[src/rtl/mips_multicycle_core.sv]
// Multi-cycle MIPS subset core: one ALU and one unified req/ready memory port, sequenced by an FSM.
// Three to five cycles per instruction with zero-wait memory; each cycle mem_ready is low adds one stall cycle.
module mips_multicycle_core #(
    parameter logic [31:0] RESET_PC        = 32'h0000_0000,
    parameter bit          HALT_ON_ILLEGAL = 1'b1,
    parameter bit          CHECK_ALIGN     = 1'b1
) (
    input  logic        clk,
    input  logic        rst,
    output logic        mem_req,
    output logic        mem_we,
    output logic [31:0] mem_addr,
    output logic [31:0] mem_wdata,
    input  logic [31:0] mem_rdata,
    input  logic        mem_ready,
    output logic [31:0] pc,
    output logic        retire,
    output logic        halted,
    output logic [1:0]  err_code
);
    localparam logic [5:0] OP_RTYPE = 6'h00, OP_ADDI = 6'h08, OP_LW = 6'h23, OP_SW = 6'h2B;
    localparam logic [5:0] OP_BEQ = 6'h04, OP_J = 6'h02, OP_JAL = 6'h03;
    localparam logic [5:0] F_ADD = 6'h20, F_SUB = 6'h22, F_AND = 6'h24, F_OR = 6'h25;
    localparam logic [5:0] F_SLT = 6'h2A, F_SLL = 6'h00, F_JR = 6'h08;

    typedef enum logic [2:0] {FETCH, DECODE, EXEC, MEM, WB, HALT} state_t;

    state_t      state;
    logic [31:0] ir, a, b, alu_out, mdr, br_target;
    logic [31:0] regs [32];

    logic [5:0]  op, funct;
    logic [4:0]  rs, rt, rd, shamt;
    logic [25:0] imm26;
    logic [31:0] imm_sext, alu_res;
    logic        is_r_alu, is_jr, is_mem, is_ctrl, legal, misaligned;
    logic        rf_we;
    logic [4:0]  rf_waddr;
    logic [31:0] rf_wdata;

    assign op       = ir[31:26];
    assign rs       = ir[25:21];
    assign rt       = ir[20:16];
    assign rd       = ir[15:11];
    assign shamt    = ir[10:6];
    assign funct    = ir[5:0];
    assign imm26    = ir[25:0];
    assign imm_sext = {{16{ir[15]}}, ir[15:0]};

    always_comb begin
        is_r_alu = (op == OP_RTYPE) && (funct inside {F_ADD, F_SUB, F_AND, F_OR, F_SLT, F_SLL});
        is_jr    = (op == OP_RTYPE) && (funct == F_JR);
        is_mem   = (op == OP_LW) || (op == OP_SW);
        is_ctrl  = is_jr || (op == OP_BEQ) || (op == OP_J) || (op == OP_JAL);
        legal    = is_r_alu || is_ctrl || is_mem || (op == OP_ADDI);
    end

    // Shared ALU: R-type by funct, everything else (addi, lw/sw address) is A + sext(imm)
    always_comb begin
        alu_res = a + imm_sext;
        if (op == OP_RTYPE) begin
            case (funct)
                F_SUB:   alu_res = a - b;
                F_AND:   alu_res = a & b;
                F_OR:    alu_res = a | b;
                F_SLT:   alu_res = {31'd0, $signed(a) < $signed(b)};
                F_SLL:   alu_res = b << shamt;
                default: alu_res = a + b;
            endcase
        end
        misaligned = alu_res[1:0] != 2'b00;
    end

    always_comb begin
        rf_we    = 1'b0;
        rf_waddr = 5'd0;
        rf_wdata = alu_out;
        if (state == EXEC && op == OP_JAL) begin
            rf_we    = 1'b1;
            rf_waddr = 5'd31;
            rf_wdata = pc;
        end else if (state == WB) begin
            rf_we    = 1'b1;
            rf_waddr = (op == OP_RTYPE) ? rd : rt;
            rf_wdata = (op == OP_LW) ? mdr : alu_out;
        end
    end

    always_ff @(posedge clk) begin
        if (rst) begin
            for (int i = 0; i < 32; i++) regs[i] <= '0;
        end else if (rf_we && rf_waddr != 5'd0) begin
            regs[rf_waddr] <= rf_wdata;
        end
    end

    // Port and retire decode are combinational on state so a zero-wait access completes in its own cycle
    always_comb begin
        mem_req   = !rst && (state == FETCH || state == MEM);
        mem_we    = !rst && state == MEM && op == OP_SW;
        mem_addr  = '0;
        mem_wdata = mem_we ? b : '0;
        if (!rst && state == FETCH) mem_addr = pc;
        else if (!rst && state == MEM) mem_addr = alu_out;
        retire = !rst && ((state == DECODE && !legal && !HALT_ON_ILLEGAL) ||
                          (state == EXEC && is_ctrl) ||
                          (state == MEM && op == OP_SW && mem_ready) ||
                          (state == WB));
        halted = state == HALT;
    end

    always_ff @(posedge clk) begin
        if (rst) begin
            state     <= FETCH;
            pc        <= RESET_PC;
            ir        <= '0;
            a         <= '0;
            b         <= '0;
            alu_out   <= '0;
            mdr       <= '0;
            br_target <= '0;
            err_code  <= 2'b00;
        end else begin
            case (state)
                FETCH: if (mem_ready) begin
                    ir    <= mem_rdata;
                    pc    <= pc + 32'd4;
                    state <= DECODE;
                end
                DECODE: begin
                    a         <= regs[rs];
                    b         <= regs[rt];
                    br_target <= pc + {imm_sext[29:0], 2'b00};
                    if (legal) state <= EXEC;
                    else if (HALT_ON_ILLEGAL) begin
                        err_code <= 2'b01;
                        state    <= HALT;
                    end else state <= FETCH;
                end
                EXEC: begin
                    if (is_jr) begin
                        pc    <= a;
                        state <= FETCH;
                    end else if (op == OP_BEQ) begin
                        if (a == b) pc <= br_target;
                        state <= FETCH;
                    end else if (op == OP_J || op == OP_JAL) begin
                        pc    <= {pc[31:28], imm26, 2'b00};
                        state <= FETCH;
                    end else if (is_mem) begin
                        if (CHECK_ALIGN && misaligned) begin
                            err_code <= 2'b10;
                            state    <= HALT;
                        end else begin
                            alu_out <= {alu_res[31:2], 2'b00};
                            state   <= MEM;
                        end
                    end else begin
                        alu_out <= alu_res;
                        state   <= WB;
                    end
                end
                MEM: if (mem_ready) begin
                    if (op == OP_SW) state <= FETCH;
                    else begin
                        mdr   <= mem_rdata;
                        state <= WB;
                    end
                end
                WB:      state <= FETCH;
                HALT:    state <= HALT;
                default: state <= HALT;
            endcase
        end
    end
endmodule

[config.mk]
export PLATFORM = sky130hd
export DESIGN_NAME = mips_multicycle_core
export DESIGN_NICKNAME = d
export VERILOG_FILES = /design/src/rtl/mips_multicycle_core.sv
export SDC_FILE = /design/constraint.sdc
export NUM_CORES = 2
export LEC_CHECK = 0
export BUFFER_PORTS_ARGS = -buffer_cell sky130_fd_sc_hd__buf_2
export CAP_MARGIN = 25
export CORE_UTILIZATION = 45
export CTS_BUF_LIST = sky130_fd_sc_hd__clkbuf_2 sky130_fd_sc_hd__clkbuf_4 sky130_fd_sc_hd__clkbuf_8
export DETAILED_ROUTE_END_ITERATION = 7
export GPL_TIMING_DRIVEN = 0
export MAX_ROUTING_LAYER = met4
export SYNTH_ARGS = -nofsm -noshare
export SYNTH_HDL_FRONTEND = slang
export SYNTH_SLANG_ARGS = --single-unit
[constraint.sdc]
create_clock -name clk -period 9.52 [get_ports clk]
set_input_delay 0 -clock clk [delete_from_list [all_inputs] [get_ports clk]]
set_output_delay 0 -clock clk [all_outputs]
set_load 0.02 [all_outputs]
==> results by group <==
Floorplanning
  • Core footprint: 156900 sq um
  • Die area: 160500 sq um
  • Die width: 400.7 um
  • Die height: 400.7 um
  • I/O pin total: 137
  • FP Rows: 145
  • Starting Density: 45.58%

Placed design
  • GPL Wtd Cong: 1.102
  • PortBufs: 136
  • DP Wirelength: 231600 um

Yosys
  • Synth Area per Inst: 12.10 sq um
  • Main synth FF type: edfxtp_1
  • Seq/Total Area, Yosys: 49.40%
  • Post-synth cell types: 100
  • Asr flop ratio synth: 0%
  • Cells after Synth: 5911
  • Post-Syn Area: 71530 sq um
  • Yosys warns: 0
  • Post-synthesis register bit count: 1253
  • Number of synthesized flops with an enable pin: 1024

STA
  • Hold Slack: 0.1002 ns
  • Period utilisation layout: 57.76%
  • Setup violators final: 0
  • RSZ-0062 raised after global routing: false
  • Min cycle time layout: 5.498 ns
  • Skew final: 0.05300 ns
  • Slew @ Worst Pin: 1.230 ns
  • Hold Vio Cnt, Final: 0
  • Slew Viols, Final: 0
  • Slew headroom: 17.15%
  • Final setup TNS: 0 ns
  • Fmax: 181.9 MHz

Clock tree
  • Number of gates resized after CTS: 0
  • CTS tree: yes
  • Hold-fix buffers, CTS: 71
  • Clk slew on worst S/H paths: 0.07 ns
  • Setup bufs post-CTS: 0
  • CTS root buffer: clkbuf_8
  • Worst-skew pair later-pin latency: 0.99 ns
  • Number of H-tree levels: 4
  • Clock tree buffer depth: 3
  • Clk sinks: 1253
  • CTS Buf Count: 203

Routing
  • Post-route ant nets: 0
  • First-pass DRT Iterations: 6
  • Via count: 55185
  • WL final: 282800 um
  • Routed WL per cell: 32.70 um
  • Via/cell ratio: 6.381
  • Iteration-0 DRC Markers: 6368
  • Remaining DRCs: 0

Global route
  • GR Layer Usage met3: 6.783%
  • First-pass GRT wire length: 395400 um
  • Grt ovf: 0
  • Met2 GRT Util: 58.09%
  • Initial antenna violation count: 7
  • Largest net degree at the start of global routing: 36
  • GR Layer Usage met1: 41.23%
  • GR peak layer: met2
  • Total track usage: 35.95%
  • Vias in the first global route: 55008

Final layout
  • Nets: 6610
  • Fill cell count: 13965
  • Share of layout cells above drive strength 1: 19.82%
  • Area grow syn2layout: 12.98%
  • Utilization after layout: 51.49%

Critical path
  • Crit path max fanout: 32
  • Largest stage delay, worst path: 0.77 ns
  • Crit path DAT: 6.07 ns
  • Worst Setup Path Type: reg2reg
  • Critical Path End Type: flip-flop
  • CP cell instances: clkbuf_1 > buf_2 > buf_2 > nand2_1 > a21oi_1 > and3_1 > clkbuf_1 > nand2_1 > clkbuf_1 > nand2_2
  • Most frequent CP cell: clkbuf_1
  • Startpoint Class: flip-flop
  • Crit path required time: 10.09 ns
  • Slowest cell on the critical path: nand2_2

Power
  • PwrDens: 193.0 nW/um^2
  • Leak pwr: 27.03 nW
  • Power consumption: 15.60 mW
  • Max VDD drop: 0.1166 mV

Job
  • Max-cap violation count: 0

Hold path
  • HP Class: in2reg

Run status
  • Status: finished, final reports clean
[Yosys cell counts, types with 14 or more instances]
cell type  instances  area share (%)
nand3_1           49            0.34
a221oi_1          25            0.31
dfxtp_1          229             6.4
a21oi_1          289             2.0
a221o_1           19            0.27
nor4_1            59            0.52
mux2i_1          148             2.1
or3_1             21            0.18
a211oi_1         123             1.3
nor2_1          1217             6.4
o21ai_0          167             1.2
a22o_1            39            0.48
inv_1            117            0.61
o21bai_1          31            0.33
a21o_1            44            0.46
mux4_2           657              21
buf_1             70            0.37
and3_1            24            0.21
buf_2             24            0.17
nand2b_1          17            0.15
o211ai_1          30            0.31
a31oi_1           25            0.22
o31ai_1           14            0.15
edfxtp_1        1024              43
xnor2_1           40            0.49
nand2_1          453             2.4
clkbuf_1         452             2.4
ha_1             157             2.7
nor3_1            46            0.32
nand4_1           18            0.16
xor2_1            22            0.27
nor2b_1           15            0.13
[cell usage in the layout (no fill, tap or decap), types with 30 or more instances in the layout]
| cell type | netlist | final |
|---|---|---|
| nand2_2 | 0 | 31 |
| buf_2 | 24 | 166 |
| nor4_1 | 59 | 58 |
| edfxtp_1 | 1024 | 1024 |
| clkbuf_1 | 452 | 451 |
| o21ai_0 | 167 | 167 |
| clkinv_2 | 0 | 32 |
| clkinv_1 | 1 | 51 |
| a21oi_1 | 289 | 289 |
| buf_1 | 70 | 68 |
| a211oi_1 | 123 | 123 |
| dlygate4sd3_1 | 0 | 71 |
| nor2_1 | 1217 | 1217 |
| xnor2_1 | 40 | 40 |
| mux4_2 | 657 | 657 |
| a22o_1 | 39 | 39 |
| o211ai_1 | 30 | 30 |
| nand3_1 | 49 | 49 |
| buf_8 | 0 | 40 |
| dfxtp_1 | 229 | 228 |
| nor3_1 | 46 | 46 |
| ha_1 | 157 | 157 |
| mux2i_1 | 148 | 148 |
| clkbuf_8 | 2 | 208 |
| nand2_1 | 453 | 422 |
| clkbuf_4 | 0 | 56 |
| inv_1 | 117 | 117 |
| a21o_1 | 44 | 44 |
| conb_1 | 1 | 32 |
| o21bai_1 | 31 | 31 |
[worst paths after layout]
kind / start / end / slack (ns) / depth (start not counted)
worst min-delay path: mem_ready / state[1] / 0.10 / 4
worst min register to register: mdr[11] / mdr[11] / 0.46 / 2
worst max-delay path: ir[16] / regs[13][12] / 4.02 / 10
worst max register to register: ir[16] / regs[13][12] / 4.02 / 10
[routing by layer]
metal | vias to the layer above | wire, um
met4 | 0 | 21290
met2 | 3107 | 136500
met1 | 27760 | 99830
met5 | - | 0
met3 | 831 | 25160
li1 | 23487 | -
[final cells by class]
class                   count  area (sq um)  share of cell area [%]
clock buffers             260          3241                   4.010
multi-input cells        4011         33730                   41.75
inverters                 119         446.7                  0.5528
flip-flops and latches   1253         35340                   43.73
diodes                      6         15.01                 0.01858
well taps                2058          2575                   3.186
repair buffers            267          2212                   2.737
plain buffers             559          2215                   2.741
clock inverters           115          1036                   1.282
[stage by stage]
stage | instance area (sq um) | cells | setup WS (ns)
4_1_cts | 80590 | 8625 | 3.842
2_1_floorplan | 71640 | 5942 | 6.206
6_report | 80810 | 8648 | 4.022
3_3_place_gp | 74900 | 8136 | 3.448
3_5_place_dp | 75600 | 8179 | 3.883
5_1_grt | 80810 | 8647 | 3.964
[report_power, final]
part           internal [mW]  switching [mW]
clock                   2.65            2.37
combinational           1.47            2.61
sequential              6.16           0.339
total                   10.3            5.31
[flip-flops by register name, summed over array words and instances, names as in the netlist]
name       count
br_target     32
mdr           32
a             32
regs        1024
alu_out       32
pc            32
ir            32
b             32
state          3
err_code       2
[cells by family after synthesis]
family,Yosys count,synth area share [%]
mux,810,22.84
simple gates,1978,11.40
compound gates,968,9.021
fa+ha+maj,161,2.858
xor+xnor,62,0.7592
flops,1253,49.40
other cells,1,0.005243
buf+inv,678,3.715
[worst max-delay path, delay by kind of cell (launching register included)]
kind / cells / cell delay (ns)
AND/OR/NAND/NOR: 4 / 1.54
buffers and inverters: 5 / 2.79
flip-flops: 1 / 0.32
AO/OA/AOI/OAI: 1 / 0.39
No activity file was read; power rests on OpenSTA's default activity.
